==> src/rtl/onehot_decoder_seq.sv <==
// Timed one-hot decoder: accepts a binary index over valid/ready and drives the
// matching one-hot line for HOLD cycles, then idles for GAP guard cycles.
module onehot_decoder_seq #(
  parameter int unsigned IDX_W = 3,
  parameter int unsigned OUT_W = 8,
  parameter int unsigned HOLD  = 4,
  parameter int unsigned GAP   = 1
) (
  input  logic             clk,
  input  logic             reset,
  input  logic             in_valid,
  input  logic [IDX_W-1:0] in_idx,
  output logic             in_ready,
  output logic [OUT_W-1:0] out,
  output logic             out_valid,
  output logic             err,
  output logic [7:0]       count
);

  localparam int unsigned CntMax = (HOLD > GAP) ? HOLD : GAP;
  localparam int unsigned CntW   = (CntMax > 1) ? $clog2(CntMax) : 1;

  typedef enum logic [1:0] {StIdle, StHold, StGap} state_e;

  state_e           state_q, state_d;
  logic [CntW-1:0]  cnt_q, cnt_d;
  logic [OUT_W-1:0] out_q, out_d;
  logic             err_q, err_d;
  logic [7:0]       count_q, count_d;
  logic             accept;
  logic             idx_ok;

  assign accept = in_valid && (state_q == StIdle);
  assign idx_ok = 32'(in_idx) < OUT_W;

  always_ff @(posedge clk) begin
    if (reset) begin
      state_q <= StIdle;
      cnt_q   <= '0;
      out_q   <= '0;
      err_q   <= 1'b0;
      count_q <= 8'd0;
    end else begin
      state_q <= state_d;
      cnt_q   <= cnt_d;
      out_q   <= out_d;
      err_q   <= err_d;
      count_q <= count_d;
    end
  end

  // One counter serves both the hold and the gap phase.
  always_comb begin
    state_d = state_q;
    cnt_d   = cnt_q;
    out_d   = out_q;
    err_d   = 1'b0;
    count_d = count_q;
    unique case (state_q)
      StIdle: begin
        if (accept) begin
          if (idx_ok) begin
            out_d   = OUT_W'(1) << in_idx;
            cnt_d   = CntW'(HOLD - 1);
            count_d = count_q + 8'd1;
            state_d = StHold;
          end else begin
            err_d = 1'b1;
          end
        end
      end
      StHold: begin
        if (cnt_q == '0) begin
          out_d = '0;
          if (GAP > 0) begin
            cnt_d   = CntW'(GAP - 1);
            state_d = StGap;
          end else begin
            state_d = StIdle;
          end
        end else begin
          cnt_d = cnt_q - 1'b1;
        end
      end
      StGap: begin
        if (cnt_q == '0) begin
          state_d = StIdle;
        end else begin
          cnt_d = cnt_q - 1'b1;
        end
      end
      default: state_d = StIdle;
    endcase
  end

  always_comb begin
    in_ready  = (state_q == StIdle);
    out_valid = (state_q == StHold);
    out       = out_q;
    err       = err_q;
    count     = count_q;
  end

endmodule
==> config.mk <==
export PLATFORM = sky130hd
export DESIGN_NAME = onehot_decoder_seq
export DESIGN_NICKNAME = d
export VERILOG_FILES = /design/src/rtl/onehot_decoder_seq.sv
export SDC_FILE = /design/constraint.sdc
export NUM_CORES = 1
export LEC_CHECK = 0
export ABC_CLOCK_PERIOD_IN_PS = 2800
export BUFFER_PORTS_ARGS = -buffer_cell sky130_fd_sc_hd__buf_2
export CORE_MARGIN = 2
export CORE_UTILIZATION = 45
export CTS_CLUSTER_SIZE = 24
export DETAILED_ROUTE_END_ITERATION = 12
export HOLD_SLACK_MARGIN = 0.15
export PLACE_DENSITY = 0.68
export SYNTH_ARGS = -nofsm -noshare
export SYNTH_HDL_FRONTEND = slang
export SYNTH_SLANG_ARGS = --single-unit
==> constraint.sdc <==
create_clock -name clk -period 2.8 [get_ports clk]
set_input_delay 0.14 -clock clk [delete_from_list [all_inputs] [get_ports clk]]
set_output_delay 0.14 -clock clk [all_outputs]
set_load 0.01 [all_outputs]
Word-level counts from Yosys, hierarchy flattened
Cells that the tools add are included.

cells by class
  add/subtract/negate cells = 2
  equality and inequality tests = 6
  shift-type cells = 1
  multiplexer cells = 11
  reductions and logical operators = 9

operator list
  kind                 number
  $mux 8               2
  $pmux 8 s2           1
  $mux 2               6
  $pmux 2 s3           2
  $reduce_and 3->1     3
  $add 8x1->8 const B  1
  $shl 1x3->8 const A  1
  $logic_not 2->1      2
  $ne 2x1->1 const B   2
  $ne 2x2->1 const B   2
  $reduce_bool 3->1    1
  $eq 2x1->1 const B   1
  $eq 2x2->1 const B   1
  $reduce_and 2->1     1
  $reduce_bool 2->1    1
  $sub 2x1->2 const B  1
  $logic_and 1x1->1    1

word-level totals
  flip-flop bits (word level) = 20
  bits of input ports = 6
  output and inout bits = 19

Longest topological paths before layout
  word-level depth = 4
  gate-level depth with buffers = 6
  depth with buffers taken out = 5

Least setup slack after synthesis
OpenSTA, ideal clock, no wires.

  path type = register -> register
  start = register state_q[0]
  end = register cnt_q[1]
  setup time = 88 ps
  data arrival time = 1478 ps
  required time = 2712 ps
  path slack = 1234 ps
  cell stages (with the launch flop) = 6
  buffers on the path = 0
  clock period less this slack = 1566 ps
  path through = dfxtp_1 -> inv_1 -> ha_1 -> or3_1 -> and3_4 -> a311oi_2

between the ends
  cells in the longest elaborated chain, start to end = 4
  elaborated cells on any way between the ends = 9
  classes of those cells = eq/ne: 4; mux: 1; reduce/logical: 4

RTL lines
  item                        line  RTL
  from (decl)                 25    state_e state_q, state_d;
  from (signal assigned)      38    state_q <= StIdle;
  from (signal assigned)      44    state_q <= state_d;
  $logic_not 2->1 (*)         --
  via in_ready                13    output logic in_ready,
  $logic_and 1x1->1           33    assign accept = in_valid && (state_q == StIdle);
  $ne 2x1->1 (no line)        --
  $reduce_and 3->1 (no line)  --
  to (signal assigned)        45    cnt_q <= cnt_d;
  to (decl)                   26    logic [CntW-1:0] cnt_q, cnt_d;

The timed path passes the listed nets; every way through them passes the cells marked *.
A chain may end at the register's enable or synchronous reset.

Worst setup path in the final report
  start = register state_q[1]
  end = register out_q[5], in the netlist out[5]

between the ends
  cells in the longest elaborated chain, start to end = 4
  elaborated cells on any way between the ends = 8
  classes of those cells = eq/ne: 3; mux: 1; reduce/logical: 4

RTL lines
  item                        line    RTL
  $logic_not 2->1             33, 59
  $logic_and 1x1->1           33
  $ne 2x1->1 (no line)        --
  $reduce_and 3->1 (no line)  --
  to (signal assigned)        46      out_q <= out_d;
  to (decl)                   27      logic [OUT_W-1:0] out_q, out_d;

Parallel ways exist; a longest one is shown, timed or not.

==> impl_metrics.csv <==
group,metric,value,unit
synthesis,synth_most_common_cell,"dfxtp_1",
final_layout,diodes,0,
power_and_ir_drop,leakagePower,0.526,nW
final_layout,post-route-util,0.569,
clocking,clock_sinks,20,
grt,grt-ovfl-total,0,
timing,setup_viol,0,
critical_path,critPathLaunchType,"register",
clocking,cts_buffers,3,
clocking,clock-root-buffer,"clkbuf_4",
synthesis,syn-cell-area,0.00110,mm²
timing,rsz0062_at_grt,"false",
timing,worst_pin_slew,0.626,ns
routing,first_pass_iters,4,
die,core-area,0.00225,mm²
routing,viasPerCell,5.64,
power_and_ir_drop,p_per_area,846,mW/mm²
synthesis,synthTopCellsByArea,"dfxtp_1, ha_1, a21oi_1",
timing,min_period,1.80,ns
routing,drtIter0Drc,16,
clocking,clk_path_buf_depth,2,
grt,grtUsageTotal,0.196,
critical_path,cp_max_fo,8,
synthesis,synth_flop_cell,"dfxtp_1",
timing,clock_skew,0.000976,ns
die,fp.dieH,53.4,µm
timing,relSlewSlack,0.571,
synthesis,synthCells,125,
die,dieArea,0.00285,mm²
clocking,cts_tree,"yes",
grt,grt_pass1_vias,905,
placed_design,port_buffers,23,
die,rows,17,
clocking,h-tree-depth,1,
power_and_ir_drop,ir_drop,425,µV
synthesis,syn_area_per_cell,8.79,µm²
final_layout,fin_nets,164,
clocking,insertion_delay,0.29,ns
clocking,postCtsResizedCells,0,
die,die_w,53.4,µm
timing,setup_tns,0,ns
critical_path,arrival,2.03,ns
synthesis,synth_seq_cells,20,
synthesis,synth_edf_count,0,
placed_design,place_congestion,0.824,
synthesis,yosys_warnings,0,
outcome,status,"completed",
clocking,path_clk_slew,0.11,ns
timing,fin_crit_sh,0.642,
routing,wl_per_cell,13.3,µm
routing,detail-route-antenna-nets,0,
critical_path,path_class,"register to register",
synthesis,synth_top_area_cell,"dfxtp_1",
timing,max_freq,556,MHz
synthesis,synth_commonest_cells,"dfxtp_1, a21oi_1, o21ai_0",
placed_design,hpwl,1650,µm
timing,layout_setup_ws,1.00,ns
timing,slew_viol_final,0,
routing,routed_wl,2330,µm
grt,antenna_found_initial,0,
final_layout,drive_above_1_share,0.238,
grt,grt_max_degree,21,
synthesis,synth_cell_types,37,
critical_path,r2r_slack,1.00,ns
placed_design,place_ws,1.07,ns
synthesis,netlist.area_leader.share,0.364,
routing,drc,0,
critical_path,cp-end-kind,"register",
grt,grt_pass1_wl,4080,µm
routing,vias,987,
die,start_util,0.487,
synthesis,syn_nets,141,
die,boundaryPins,25,
hold_path,hold_path.class,"input port to register",
synthesis,synth-async-reset-ratio,0,
critical_path,required,3.03,ns
final_layout,area_delta_synth_final,16.7,%
timing,hold_viol_final,0,
synthesis,ys_seq_area_frac,0.364,
flow_run,cap_violations,0,
-- cells by family after synthesis --
| kind of cell | share of synthesized area |
|---|---|
| AOI/OAI and AO/OA | 0.197 |
| and+or+nand+nor | 0.236 |
| DFF | 0.364 |
| xor gates and xnor gates | 0.0159 |
| other | 0.00341 |
| buffers and inverters | 0.0501 |
| muxes | 0.0194 |
| adders and majority gates | 0.114 |
-- timing repair --
action,CTS,global route
hold endpoints to repair,1,0
setup endpoints to repair,0,0
setup buffers,0,0
hold buffers,1,0
-- state kept, by name, summed over array words and instances (netlist names) --
name     cells
count        8
out          8
state_q      2
cnt_q        2
-- critical path, stage by stage (launching register included) --
cell and delay (ns):
dfxtp_1 0.37, inv_1 0.14, ha_1 0.33, mux2i_1 0.59, o21ai_0 0.15, a21oi_1 0.15
-- where the power goes --
part | total (mW) | switching (mW) | internal (mW)
combinational | 0.484 | 0.291 | 0.194
clock | 0.231 | 0.0863 | 0.145
sequential | 0.370 | 0.0404 | 0.330
total | 1.09 | 0.417 | 0.668
-- metal layers --
metal  track usage  part of all wire  up-vias
met1         0.257              0.45      456
met3        0.0339             0.045        6
met2         0.321              0.49       27
met4        0.0641             0.017        0
met5             0                 0        -
li1              -                 -      498
-- worst paths after layout --
check	from	endpoint	cells past startpoint
setup reg to reg	state_q[1]	out[5]	5
setup / recovery	state_q[1]	out[5]	5
hold / removal	in_idx[0]	out[2]	4
hold reg to reg	out[0]	out[0]	2
-- cell usage in the layout (no fill, tap or decap), types with 2 or more instances in the layout --
| cell | instances |
|---|---|
| clkbuf_4 | 3 |
| a31oi_1 | 2 |
| dfxtp_1 | 20 |
| inv_1 | 7 |
| nand2_1 | 4 |
| nor4b_1 | 3 |
| nand3_1 | 12 |
| nor2_1 | 2 |
| or3_1 | 4 |
| o21ai_0 | 14 |
| and4bb_2 | 2 |
| ha_1 | 10 |
| buf_2 | 23 |
| a21oi_1 | 17 |
-- metrics by stage --
step / power, mW / hold slack (ns) / cell area, µm² / std cells
floorplan: 0.738 / 0.300 / 1100 / 125
global placement: 0.834 / 0.452 / 1220 / 170
detailed placement: 0.857 / 0.464 / 1220 / 170
CTS: 1.09 / 0.207 / 1280 / 175
global route: 1.18 / 0.239 / 1280 / 175
finish: 1.09 / 0.222 / 1280 / 175
-- layout make-up --
| cell class | instances | area (µm²) |
|---|---|---|
| Timing Repair Buffer | 24 | 125 |
| Sequential cell | 20 | 400 |
| Clock buffer | 3 | 22.5 |
| Inverter | 7 | 26.3 |
| Tap cell | 28 | 35.0 |
| Clock inverter | 1 | 30.0 |
| Multi-Input combinational cell | 92 | 643 |
| Fill cell | 227 | 972 |
No activity file was read; power rests on OpenSTA's default activity.
